==> src/rtl/ifm_win_buf.sv <==
// rtl/ifm_win_buf.sv - IFM sliding-window buffer between the SRAM reader and the MAC array
//
// Purpose: collects signed IFM samples into a DEPTH-deep shift window and
// offers the whole window to the PE array. A new window is offered after
// DEPTH samples, and then after every stride_q further samples.
//
// Ports:
//   clk, rst        clock, asynchronous active-high reset
//   clr             synchronous flush; also latches cfg_stride
//   cfg_stride      new samples per window after the first (0 -> 1, >DEPTH -> DEPTH)
//   in_valid/ready  sample handshake, in_data is the sample
//   win_valid/ready window handshake, win_data slice k = [k*DATA_W +: DATA_W], k=0 newest
//   win_cnt         windows consumed since reset/clr (wraps)
module ifm_win_buf #(
    parameter int DATA_W   = 8,
    parameter int DEPTH    = 4,
    parameter int STRIDE_W = 3,
    parameter int CNT_W    = 16
) (
    input  logic                    clk,
    input  logic                    rst,
    input  logic                    clr,
    input  logic [STRIDE_W-1:0]     cfg_stride,
    input  logic                    in_valid,
    output logic                    in_ready,
    input  logic [DATA_W-1:0]       in_data,
    output logic                    win_valid,
    input  logic                    win_ready,
    output logic [DEPTH*DATA_W-1:0] win_data,
    output logic [CNT_W-1:0]        win_cnt
);

    // need counts samples still missing before the next window; it never
    // exceeds DEPTH, which fits in STRIDE_W bits because 2**STRIDE_W > DEPTH.
    localparam logic [STRIDE_W-1:0] DEPTH_S = STRIDE_W'(DEPTH);
    localparam logic [STRIDE_W-1:0] ONE_S   = STRIDE_W'(1);

    logic [STRIDE_W-1:0]     need_q, need_d;
    logic [STRIDE_W-1:0]     stride_q, stride_d;
    logic [STRIDE_W-1:0]     stride_lat;
    logic [DEPTH*DATA_W-1:0] win_q, win_d;
    logic [CNT_W-1:0]        cnt_q, cnt_d;
    logic                    acc;
    logic                    con;

    assign win_valid = (need_q == '0);
    // In HOLD a sample may only enter when the current window leaves in the
    // same cycle, so the window never changes while it is offered.
    assign in_ready  = (need_q != '0) | win_ready;
    assign acc       = in_valid & in_ready;
    assign con       = win_valid & win_ready;
    assign win_data  = win_q;
    assign win_cnt   = cnt_q;

    always_comb begin
        if (cfg_stride == '0) begin
            stride_lat = ONE_S;
        end else if (cfg_stride > DEPTH_S) begin
            stride_lat = DEPTH_S;
        end else begin
            stride_lat = cfg_stride;
        end
    end

    always_comb begin
        need_d   = need_q;
        stride_d = stride_q;
        win_d    = win_q;
        cnt_d    = cnt_q;
        if (clr) begin
            // Flush wins over any handshake in the same cycle.
            need_d   = DEPTH_S;
            stride_d = stride_lat;
            win_d    = '0;
            cnt_d    = '0;
        end else begin
            if (acc) begin
                win_d = {win_q[(DEPTH-1)*DATA_W-1:0], in_data};
            end
            if (con) begin
                cnt_d = cnt_q + CNT_W'(1);
            end
            // A sample arriving with the consume already counts toward the
            // next window, hence stride_q-1.
            if (con && acc) begin
                need_d = stride_q - ONE_S;
            end else if (con) begin
                need_d = stride_q;
            end else if (acc) begin
                need_d = need_q - ONE_S;
            end
        end
    end

    always_ff @(posedge clk or posedge rst) begin
        if (rst) begin
            need_q   <= DEPTH_S;
            stride_q <= ONE_S;
            win_q    <= '0;
            cnt_q    <= '0;
        end else begin
            need_q   <= need_d;
            stride_q <= stride_d;
            win_q    <= win_d;
            cnt_q    <= cnt_d;
        end
    end

endmodule

==> config.mk <==
export PLATFORM = sky130hd
export DESIGN_NAME = ifm_win_buf
export DESIGN_NICKNAME = d
export VERILOG_FILES = /design/src/rtl/ifm_win_buf.sv
export SDC_FILE = /design/constraint.sdc
export NUM_CORES = 1
export LEC_CHECK = 0
export BUFFER_PORTS_ARGS = -buffer_cell sky130_fd_sc_hd__buf_4
export CAP_MARGIN = 20
export CORE_MARGIN = 10
export CORE_UTILIZATION = 56
export DETAILED_ROUTE_END_ITERATION = 6
export PLACE_DENSITY_LB_ADDON = 0.2
export SYNTH_ARGS = -nofsm -noshare
export SYNTH_HDL_FRONTEND = slang
export SYNTH_SLANG_ARGS = --single-unit
export TNS_END_PERCENT = 1
==> constraint.sdc <==
create_clock -name clk -period 3.5 [get_ports clk]
set_input_delay 0.525 -clock clk [delete_from_list [all_inputs] [get_ports clk]]
set_output_delay 0.525 -clock clk [all_outputs]
set_load 0.03 [all_outputs]
### Yosys cells after proc, flatten, opt, wreduce, memory -nomap -nowiden

Index checks and enable logic that the tools add are counted.

* register bits after elaboration: 54
* latch bits: 0
* bits in writable memories: 0
* memory bits (read-only): 0
* logic and storage cells: 28
* memories kept: 0

* $add $sub $neg: 3
* multipliers: 0
* div/mod/pow operators: 0
* magnitude comparators: 1
* equal/unequal tests: 0
* shifts and indexed selects: 0
* multiplexer cells: 10
* bitwise operators: 3
* reductions and logical operators: 7

Operators with widths (count)
* 32-bit two-way mux: 2
* 16-bit two-way mux: 2
* 3-bit two-way mux: 6
* 16-bit by 1-bit adder with 16-bit output (second input constant): 1
* 3-bit zero test: 2
* 3-bit by 1-bit subtractor with 3-bit output (second input constant): 2
* 2-bit nonzero test: 2
* 4-bit nonzero test: 1
* 3-bit > comparator (second input constant): 1
* 3-bit nonzero test: 1
* 1-bit bitwise AND: 2
* 1-bit logical AND: 1
* 1-bit bitwise OR: 1

### Depth between registers and ports, before layout

* depth in word-level cells: 7
* mapped depth: 7
* mapped depth without buffers: 6

### Worst setup path after synthesis

No wires, ideal clock.

* path type: register to register
* start point: reg cnt_q[0] (netlist: win_cnt[0])
* end point: reg cnt_q[10] (netlist: win_cnt[10])
* data arrival time: 1995 ps
* required time: 3422 ps
* setup slack: 1428 ps
* cell stages (with the launch flop): 7
* buffers on the path: 1
* cells stage by stage: dfrtp_1 > ha_1 > clkinvlp_2 > or4_1 > buf_2 > or3_1 > a21oi_1

* longest elaborated chain between the ends: 3

Ends and longest elaborated chain
* from (decl): line 42 `logic [CNT_W-1:0] cnt_q, cnt_d;`
* from (signal assigned): line 105 `cnt_q <= cnt_d;`
* 16-bit by 1-bit adder with 16-bit output: line 81 `cnt_d = cnt_q + CNT_W'(1);`
* 16-bit two-way mux: line 80 `if (con) begin`
* 16-bit two-way mux: line 70 `if (clr) begin`

Every way passes these cells. The select of a mux whose other input is x is not followed.
A chain may end at the register's enable or synchronous reset.

### Final worst setup path

* start point: reg need_q[0]
* end point: reg win_q[30] (netlist: win_data[30])

* longest elaborated chain between the ends: 4

Ends and longest elaborated chain
* from (decl): line 38 `logic [STRIDE_W-1:0] need_q, need_d;`
* from (signal assigned): line 102 `need_q <= need_d;`
* 3-bit nonzero test: line 49 `assign in_ready = (need_q != '0) | win_ready;`
* 1-bit bitwise OR: line 49
* 1-bit bitwise AND: line 50 `assign acc = in_valid & in_ready;`
* 2-bit nonzero test (no line)
* to (signal assigned): line 104 `win_q <= win_d;`
* to (decl): line 41 `logic [DEPTH*DATA_W-1:0] win_q, win_d;`

Every way passes these cells.

==> metrics.txt <==
status=finished clean; Startpoint Class=flop; dpl hpwl=4120 um; Non-Filler Instances=380; layout cells sized above 1=0.256; Max-Cap Viols=0; ranking of synthesized cells by instance count=nand2_1 (75), dfrtp_1 (52), a21oi_1 (43); Finish-stage setup viols=0; Post-CTS Resized=0; reg2reg path depth=6; Arrival @ worst endpoint=2.47 ns; FF-to-FF End=win_data[30]; Least-Margin Pin Slew=1.06 ns; WL/cell=15.0 um; Routed WL=5690 um; CP required=3.73 ns; DP Cell Count=373; Yosys top cell area share=0.530; Cell Pwr Density=421 mW/mm^2; post-synthesis sequential element count=54; Net count, final=348; Via Count=2052; die width=86.2 um; Die ar.=0.00743 mm^2; crit path max fanout=32; Die Ht=86.2 um; CTS Buf Count=5; crit path time final=2.24 ns; pin count of the biggest net entering global routing=57; Min-Delay Path Class=in2async; Area Growth Syn to Fin=25.0%; Leakage=1.43 nW; busiest grt layer=met2; GPL Wtd Cong=0.742; setup tns final=0 ns; clk_lat worst skew=0.30 ns; highest clock rate=447 MHz; max_slew headroom=0.295; Critical Path Source=need_q[0]; Worst Setup End Kind=flop; Post-CTS Repair Setup Buffers=0; Mean Syn Cell Area=9.05 um^2; # clock sinks=54; worst-case clock buffer depth=2; number of detailed-route iterations in the first pass=5; row count=24; RSZ-0062 raised after global routing=no; cell taking the most area after synthesis=dfrtp_1; Cell Area, Synth=0.00245 mm^2; Worst R2R Setup Slack=1.26 ns; port bufs=65; EDFF count, synth=0; residual DRC count=0; Via-to-Cell Ratio=5.40; CTS clk-pin slew, worst paths=0.09 ns; antenna-violating nets left=0; final slew viol count=0; asr flop ratio synth=1.00; WS Path Type=reg2reg; synth warn=0; routing usage on met1=0.178; critical register-to-register path startpoint=need_q[0]; GR Util met2=0.286; final period utilization=0.639; CTS tree=built; Initial Utilization=0.571; H-tree depth=2; GR Util All Layers=0.160; FILL cells=369; vias in the first global route=2160; post-synth net total=291; synth unique cells=33; clk_skew=0.00510 ns; met3 usage=0.0572; Root Buffer=clkbuf_8; cell with the most instances after synthesis=nand2_1; initial antenna violation count=0; Top-Level Pins=66; First DRT Iteration DRCs=185; core area=0.00429 mm^2; Final Hold Fails=0; Inserted Diodes=0; leading post-synthesis cells by cell area=dfrtp_1 (53%), nand2_1 (11%), a21oi_1 (8.8%); global-route wire length before repair=9870 um; hold_buf cts=0; Max VDD drop=0.260 mV; GRT Residual Overflow=0; register area share after synthesis=0.552; cell count after synthesis=271; Main synth FF type=dfrtp_1
## placed cells by master (no fill, tap or decap), types with 2 or more instances in the layout
master,count
a211oi_1,2
a21oi_1,43
buf_4,67
clkbuf_8,6
dfrtp_1,52
dfstp_2,2
ha_1,4
inv_1,7
inv_2,2
nand2_1,75
nand2b_1,2
nand3_1,3
nand3b_1,2
nand4_1,4
nor2_1,10
nor3_1,5
o21ai_0,6
o21ai_1,6
or3_1,7
or4_1,2
xnor2_1,6
xor2_1,4
## layer usage
| layer | up-vias | share of wire |
|---|---|---|
| met5 | - | 0 |
| met3 | 5 | 0.068 |
| met1 | 980 | 0.41 |
| met2 | 52 | 0.51 |
| li1 | 1015 | - |
| met4 | 0 | 0.0084 |
## cell type report
type                       instances  area, um^2  share of cell area
clock buffer                       6        82.6              0.0269
clock inverter                     1        30.0             0.00979
inverter                          10        38.8              0.0126
multi-input combinational        190         995               0.324
sequential                        54        1350               0.441
tap                               52        65.1              0.0212
timing repair buffer              67         503               0.164
## metrics by stage
step	hold slack (ns)	util	worst slack, ns	total power [mW]	area, um^2
global placement	0.511	0.688	1.33	0.884	2960
floorplan	0.496	-	1.43	0.821	2450
detailed placement	0.516	0.688	1.27	0.891	2960
CTS	0.366	0.714	1.24	1.31	3070
global route	0.391	0.714	1.00	1.36	3070
finish	0.342	0.714	1.26	1.29	3070
## sequential cells by signal, summed over array words and instances (netlist names)
signal and flops:
win_data 32, win_cnt 16, need_q 3, stride_q 3
## where the power goes
part | internal, mW | switching, mW
registers | 0.650 | 0.0202
clock network | 0.229 | 0.187
logic | 0.0721 | 0.134
total | 0.951 | 0.340
## kinds of logic after synthesis
group                      share of synthesized area
AOI/OAI and AO/OA                              0.127
xor gates and xnor gates                      0.0357
adders and majority gates                     0.0204
buffers and inverters                         0.0444
DFF                                            0.552
muxes                                        0.00867
and+or+nand+nor                                0.212
## critical path: stages, from the launching register on
cell and delay (ns):
dfrtp_1 0.39, inv_1 0.08, ha_1 0.28, nand2b_1 0.25
o21a_1 0.86, nand2_1 0.15, a21oi_1 0.15
## worst max path at each step
stage | end | cells after the start | slack [ns]
3_5_place_dp | win_data[20] | 6 | 1.27
6_report | win_data[30] | 6 | 1.26
5_1_grt | win_data[3] | 6 | 1.00
3_3_place_gp | win_data[30] | 6 | 1.33
2_1_floorplan | win_cnt[10] | 6 | 1.43
4_1_cts | win_data[13] | 6 | 1.24
Power figures use the tool's default switching activity.
